$ cat src/rtl/strength_bus_resolver.sv
// Registered multi-driver bus resolver with Verilog-style strengths: per bit the
// strongest enabled driver wins, equal-strength disagreement gives X, no driver gives Z or keeper.
module strength_bus_resolver #(
    parameter int W      = 100,
    parameter int N      = 2,
    parameter int KEEPER = 0,
    parameter int CW     = 8,
    parameter int PW     = (W > 1) ? $clog2(W) : 1
) (
    input  logic            clk,
    input  logic            rst,
    input  logic [N-1:0]    drv_en,
    input  logic [N*W-1:0]  drv_val,
    input  logic [N*3-1:0]  drv_str,
    input  logic [PW-1:0]   probe_idx,
    input  logic            clr,
    output logic [W-1:0]    out_val,
    output logic [W-1:0]    out_z,
    output logic [W-1:0]    out_x,
    output logic            probe_bit,
    output logic            probe_x,
    output logic            conflict,
    output logic            conflict_sticky,
    output logic [CW-1:0]   conflict_cnt
);

    localparam logic [CW-1:0] CNT_MAX = {CW{1'b1}};

    logic [2:0]    eff_str [N];
    logic [2:0]    max_str;
    logic [N-1:0]  top_mask;
    logic          undriven;

    logic [W-1:0]  val_next;
    logic [W-1:0]  z_next;
    logic [W-1:0]  x_next;
    logic [W-1:0]  probe_hit;
    logic          probe_bit_next;
    logic          probe_x_next;
    logic          conflict_next;
    logic          sticky_next;
    logic [CW-1:0] cnt_next;

    // A disabled driver is treated exactly like a highz (strength 0) driver.
    for (genvar gi = 0; gi < N; gi++) begin : g_eff
        assign eff_str[gi] = drv_en[gi] ? drv_str[gi*3 +: 3] : 3'd0;
    end

    always_comb begin
        max_str = 3'd0;
        for (int i = 0; i < N; i++) begin
            if (eff_str[i] > max_str) begin
                max_str = eff_str[i];
            end
        end
    end

    assign undriven = (max_str == 3'd0);

    // Only drivers sitting at the winning strength take part in the per-bit vote.
    for (genvar gi = 0; gi < N; gi++) begin : g_top
        assign top_mask[gi] = !undriven && (eff_str[gi] == max_str);
    end

    for (genvar gi = 0; gi < W; gi++) begin : g_bit
        logic [N-1:0] col;
        logic         has1;
        logic         has0;

        for (genvar gj = 0; gj < N; gj++) begin : g_col
            assign col[gj] = drv_val[gj*W + gi];
        end

        assign has1 = |(top_mask & col);
        assign has0 = |(top_mask & ~col);

        // The keeper feeds back the registered value, which is already 0 after an X.
        assign val_next[gi] = undriven ? ((KEEPER != 0) ? out_val[gi] : 1'b0)
                                       : (has1 && !has0);
        assign z_next[gi]   = undriven && (KEEPER == 0);
        assign x_next[gi]   = has1 && has0;

        // Out-of-range probe indices match no bit and therefore read as 0.
        assign probe_hit[gi] = (int'(probe_idx) == gi);
    end

    assign probe_bit_next = |(val_next & probe_hit);
    assign probe_x_next   = |(x_next & probe_hit);
    assign conflict_next  = |x_next;

    always_comb begin
        cnt_next    = conflict_cnt;
        sticky_next = conflict_sticky;
        if (clr) begin
            cnt_next    = '0;
            sticky_next = 1'b0;
        end else if (conflict_next) begin
            sticky_next = 1'b1;
            if (conflict_cnt != CNT_MAX) begin
                cnt_next = conflict_cnt + 1'b1;
            end
        end
    end

    always_ff @(posedge clk or posedge rst) begin
        if (rst) begin
            out_val         <= '0;
            out_z           <= {W{KEEPER == 0}};
            out_x           <= '0;
            probe_bit       <= 1'b0;
            probe_x         <= 1'b0;
            conflict        <= 1'b0;
            conflict_sticky <= 1'b0;
            conflict_cnt    <= '0;
        end else begin
            out_val         <= val_next;
            out_z           <= z_next;
            out_x           <= x_next;
            probe_bit       <= probe_bit_next;
            probe_x         <= probe_x_next;
            conflict        <= conflict_next;
            conflict_sticky <= sticky_next;
            conflict_cnt    <= cnt_next;
        end
    end

endmodule

$ cat config.mk
export PLATFORM = sky130hd
export DESIGN_NAME = strength_bus_resolver
export DESIGN_NICKNAME = d
export VERILOG_FILES = /design/src/rtl/strength_bus_resolver.sv
export SDC_FILE = /design/constraint.sdc
export NUM_CORES = 1
export LEC_CHECK = 0
export ABC_AREA = 0
export BUFFER_PORTS_ARGS = -buffer_cell sky130_fd_sc_hd__buf_2
export CORE_AREA = 4 4 206 208
export DETAILED_ROUTE_END_ITERATION = 7
export DIE_AREA = 0 0 210 212
export PLACE_DENSITY = 0.54
export SLEW_MARGIN = 0
export SYNTH_ARGS = -nofsm -noshare
export SYNTH_HDL_FRONTEND = slang
export SYNTH_SLANG_ARGS = --single-unit
$ cat constraint.sdc
create_clock -name clk -period 9.9 [get_ports clk]
set_clock_uncertainty 0.1 [all_clocks]
set_input_delay 1.98 -clock clk [delete_from_list [all_inputs] [get_ports clk]]
set_output_delay 1.98 -clock clk [all_outputs]
set_load 0.05 [all_outputs]
==> flow_metrics.tcl <==
set metrics [dict create \
    critical_path.top_delay_family "simple AND/OR/NAND/NOR gates" \
    power_per_cell_area_mw_per_mm2 214 \
    cts_num_sinks 213 \
    drt-vias-per-instance 5.87 \
    clock_latency_ps 520 \
    final_min_period_over_clock_period_pct 62.7 \
    dpl.cell_count 2171 \
    setup_slack_ps 3690 \
    grt_usage_pct 30.3 \
    setup_viol 0 \
    finalWorstPathRequiredPeriod_ps 6210 \
    yosys_warn_count 0 \
    timing.critical_path.to_type "flop" \
    detail_route.wirelength_um 71700 \
    nets 1887 \
    path_class "input pin to flop" \
    switching_share_pct 44.2 \
    htreeDepth 1 \
    design.die.area_sq_mm 0.0445 \
    synth-edff-count 0 \
    yosysSeqAreaShare_pct 44.3 \
    grt_max_degree 101 \
    combinationalPowerShare_pct 39.9 \
    share_clk_of_total_power_pct 29.4 \
    clk_root_buffer_cell "sky130_fd_sc_hd__clkbuf_16" \
    vdd_ir_drop_max_v 0.000107 \
    drt_iter0_markers 1633 \
    netlist_top_cells_area "sky130_fd_sc_hd__dfrtp_1, sky130_fd_sc_hd__xnor2_1, sky130_fd_sc_hd__buf_4, sky130_fd_sc_hd__o221a_2, sky130_fd_sc_hd__nor2_1" \
    number_of_buffers_inserted_for_hold_repair_after_clock_tree_synthesis 0 \
    start_util_pct 29.7 \
    critical_path_buf_inv_count 2 \
    layout-area-overhead-vs-synth_pct 28.7 \
    grt_antenna_before_repair 8 \
    count_leader_synth "sky130_fd_sc_hd__dfrtp_1" \
    leakage_nw 7.33 \
    synth_cell_types 68 \
    place.detailed.hpwl_um 57200 \
    instances_no_fill 2221 \
    p_seq_share_pct 30.7 \
    timing.critical_path.fanout_max 69 \
    postLayoutCellArea_sq_mm 0.0155 \
    clockBufferDepth 3 \
    worst-endpoint-required_ps 10210 \
    drive_above_1_share_pct 40.6 \
    post_cts_resized 0 \
    switching_power_mw 1.47 \
    postCtsSetupBuffers 0 \
    fmaxAchievable_mhz 161 \
    ant_nets 0 \
    chipHeight_um 212 \
    finalMaxSlewViolations 0 \
    netlist_area_sq_mm 0.0120 \
    worst_slew_margin_rel_pct 16.0 \
    clock_tree_from_tritoncts "done" \
    fp.dieW_um 210 \
    crit_path_cell_trace "buf_2 > and2_1 > ha_1 > nor2b_4 > a2bb2oi_2 > or3b_1 > and3_4 > buf_4 > o2111ai_1 > nand4_1 > or4_1 > a2111oi_2 > nand4_1 > or4_1" \
    synthCells 1254 \
    ys_async_sr_fraction_pct 100 \
    worst_slew_pin_slew_ps 1230 \
    final_core_util_pct 38.2 \
    postSynthRegisterBits 213 \
    dr_total_vias 13031 \
    finalPower_mw 3.31 \
    yosys.area.top_type_share_pct 44.1 \
    cts_inserted_buffers 25 \
    fp-row-count 74 \
    cp-start-kind "input pin" \
    syn_avg_cell_area_sq_um 9.59 \
    setup-tns-final_ps 0 \
    place_congestion 1.04 \
    clk_pin_slew_ps 70 \
    route.detailed.drc 0 \
    mappedNetlistNets 1475 \
    route.detailed.wl_per_inst_um 32.3 \
    detailedPlace.worstSlack_ps 3250 \
    wire_length_of_the_first_global_routing_pass_um 97600 \
    globalRoute.totalOverflow 0 \
    yosys-top-cells-count "sky130_fd_sc_hd__dfrtp_1, sky130_fd_sc_hd__nor2_1, sky130_fd_sc_hd__buf_4, sky130_fd_sc_hd__xnor2_1, sky130_fd_sc_hd__o22ai_1" \
    ys.flop_type "sky130_fd_sc_hd__dfrtp_1" \
    grt_pass1_vias 12763 \
    worst_hold_path_type "flop to flop" \
    maxCapViolations 0 \
    critPathArrivalTime_ps 6520 \
    cp_slowest_stage_delay_ps 590 \
    design.core.area_sq_mm 0.0406 \
    cp_slowest_cell "sky130_fd_sc_hd__or4_1" \
    dpl-instance-area_sq_mm 0.0146 \
    timing.final.hold_violations 0 \
    firstDrtPassIters 5 \
    place.port_buffers 529 \
    synth.largest_area_cell "sky130_fd_sc_hd__dfrtp_1" \
    grt_setup_unrepaired "no" \
    internal_power_mw 1.85 \
    whs_ps 420 \
    status "complete, no violations" \
    top_level_ports 530 \
]
-- final cells by class --
type / instances / area [sq um]
fill: 4260 / 25100
clock buffer: 31 / 688
clock inverter: 13 / 186
antenna: 6 / 15.0
sequential: 213 / 5330
timing repair buffer: 563 / 2900
tap: 532 / 666
inverter: 7 / 33.8
multi-input combinational: 856 / 5660
-- sequential cells by signal, indices dropped and copies added (netlist names) --
register / cells
conflict: 1
conflict_sticky: 1
probe_x: 1
conflict_cnt: 8
out_val: 100
probe_bit: 1
out_x: 100
out_z: 1
-- logic make-up (layout without fill, tap and decap cells) --
logic type	count (synthesis)	in the layout	share of synthesized area, %
adder cells (fa/ha/maj)	3	3	0.312
flip-flops	213	213	44.3
AND/OR/NAND/NOR	411	411	16.2
AO/OA/AOI/OAI	330	330	22.0
multiplexers	5	5	0.437
buffers and inverters	185	614	8.95
XOR/XNOR	107	107	7.79
other	0	6	0
-- tightest hold or removal path, cell delays in order (launching register included) --
cell	delay, ps
sky130_fd_sc_hd__dfrtp_1	340
sky130_fd_sc_hd__nor2_1	50
sky130_fd_sc_hd__nor2_1	90
-- cell usage in the layout (no fill, tap or decap), drive strengths merged, types with 16 or more instances in the layout --
cell type | synthesis | final
nand3 | 25 | 25
xnor2 | 99 | 99
nor3 | 27 | 27
nand2 | 56 | 56
clkbuf | 66 | 31
buf | 112 | 563
a21oi | 29 | 29
o2111ai | 45 | 45
nor2 | 183 | 183
a22oi | 16 | 16
o221a | 64 | 64
o22ai | 73 | 73
dfrtp | 212 | 212
nand4 | 50 | 50
-- power groups by stage --
stage	Combinational (mW)	Sequential [mW]	Clock, mW
after global placement	1.31	1.03	0
final	1.32	1.02	0.976
after global routing	1.36	1.03	1.03
after detailed placement	1.31	1.03	0
after CTS	1.31	1.02	0.993
after floorplan	0.616	1.39	0
-- metal layers --
layer	up-vias	wire, um	GRT usage, %
li1	5463	-	-
met1	6487	28300	39.3
met2	921	33400	49.3
met3	158	6820	6.83
met4	2	3150	12.5
met5	-	20	0.431
-- path summary, 6_finish.rpt --
path                                 start  slack (ps)         endpoint  cells after the start
max                             drv_str[4]        3690        probe_bit                     14
min                        conflict_sticky         420  conflict_sticky                      2
max reg2reg                conflict_cnt[3]        8050  conflict_cnt[7]                      7
min reg2reg                conflict_sticky         420  conflict_sticky                      2
max in group asynchronous              rst        6930      out_val[33]                      3
min in group asynchronous              rst        1400        out_x[45]                      2
Power figures use the tool's default switching activity.
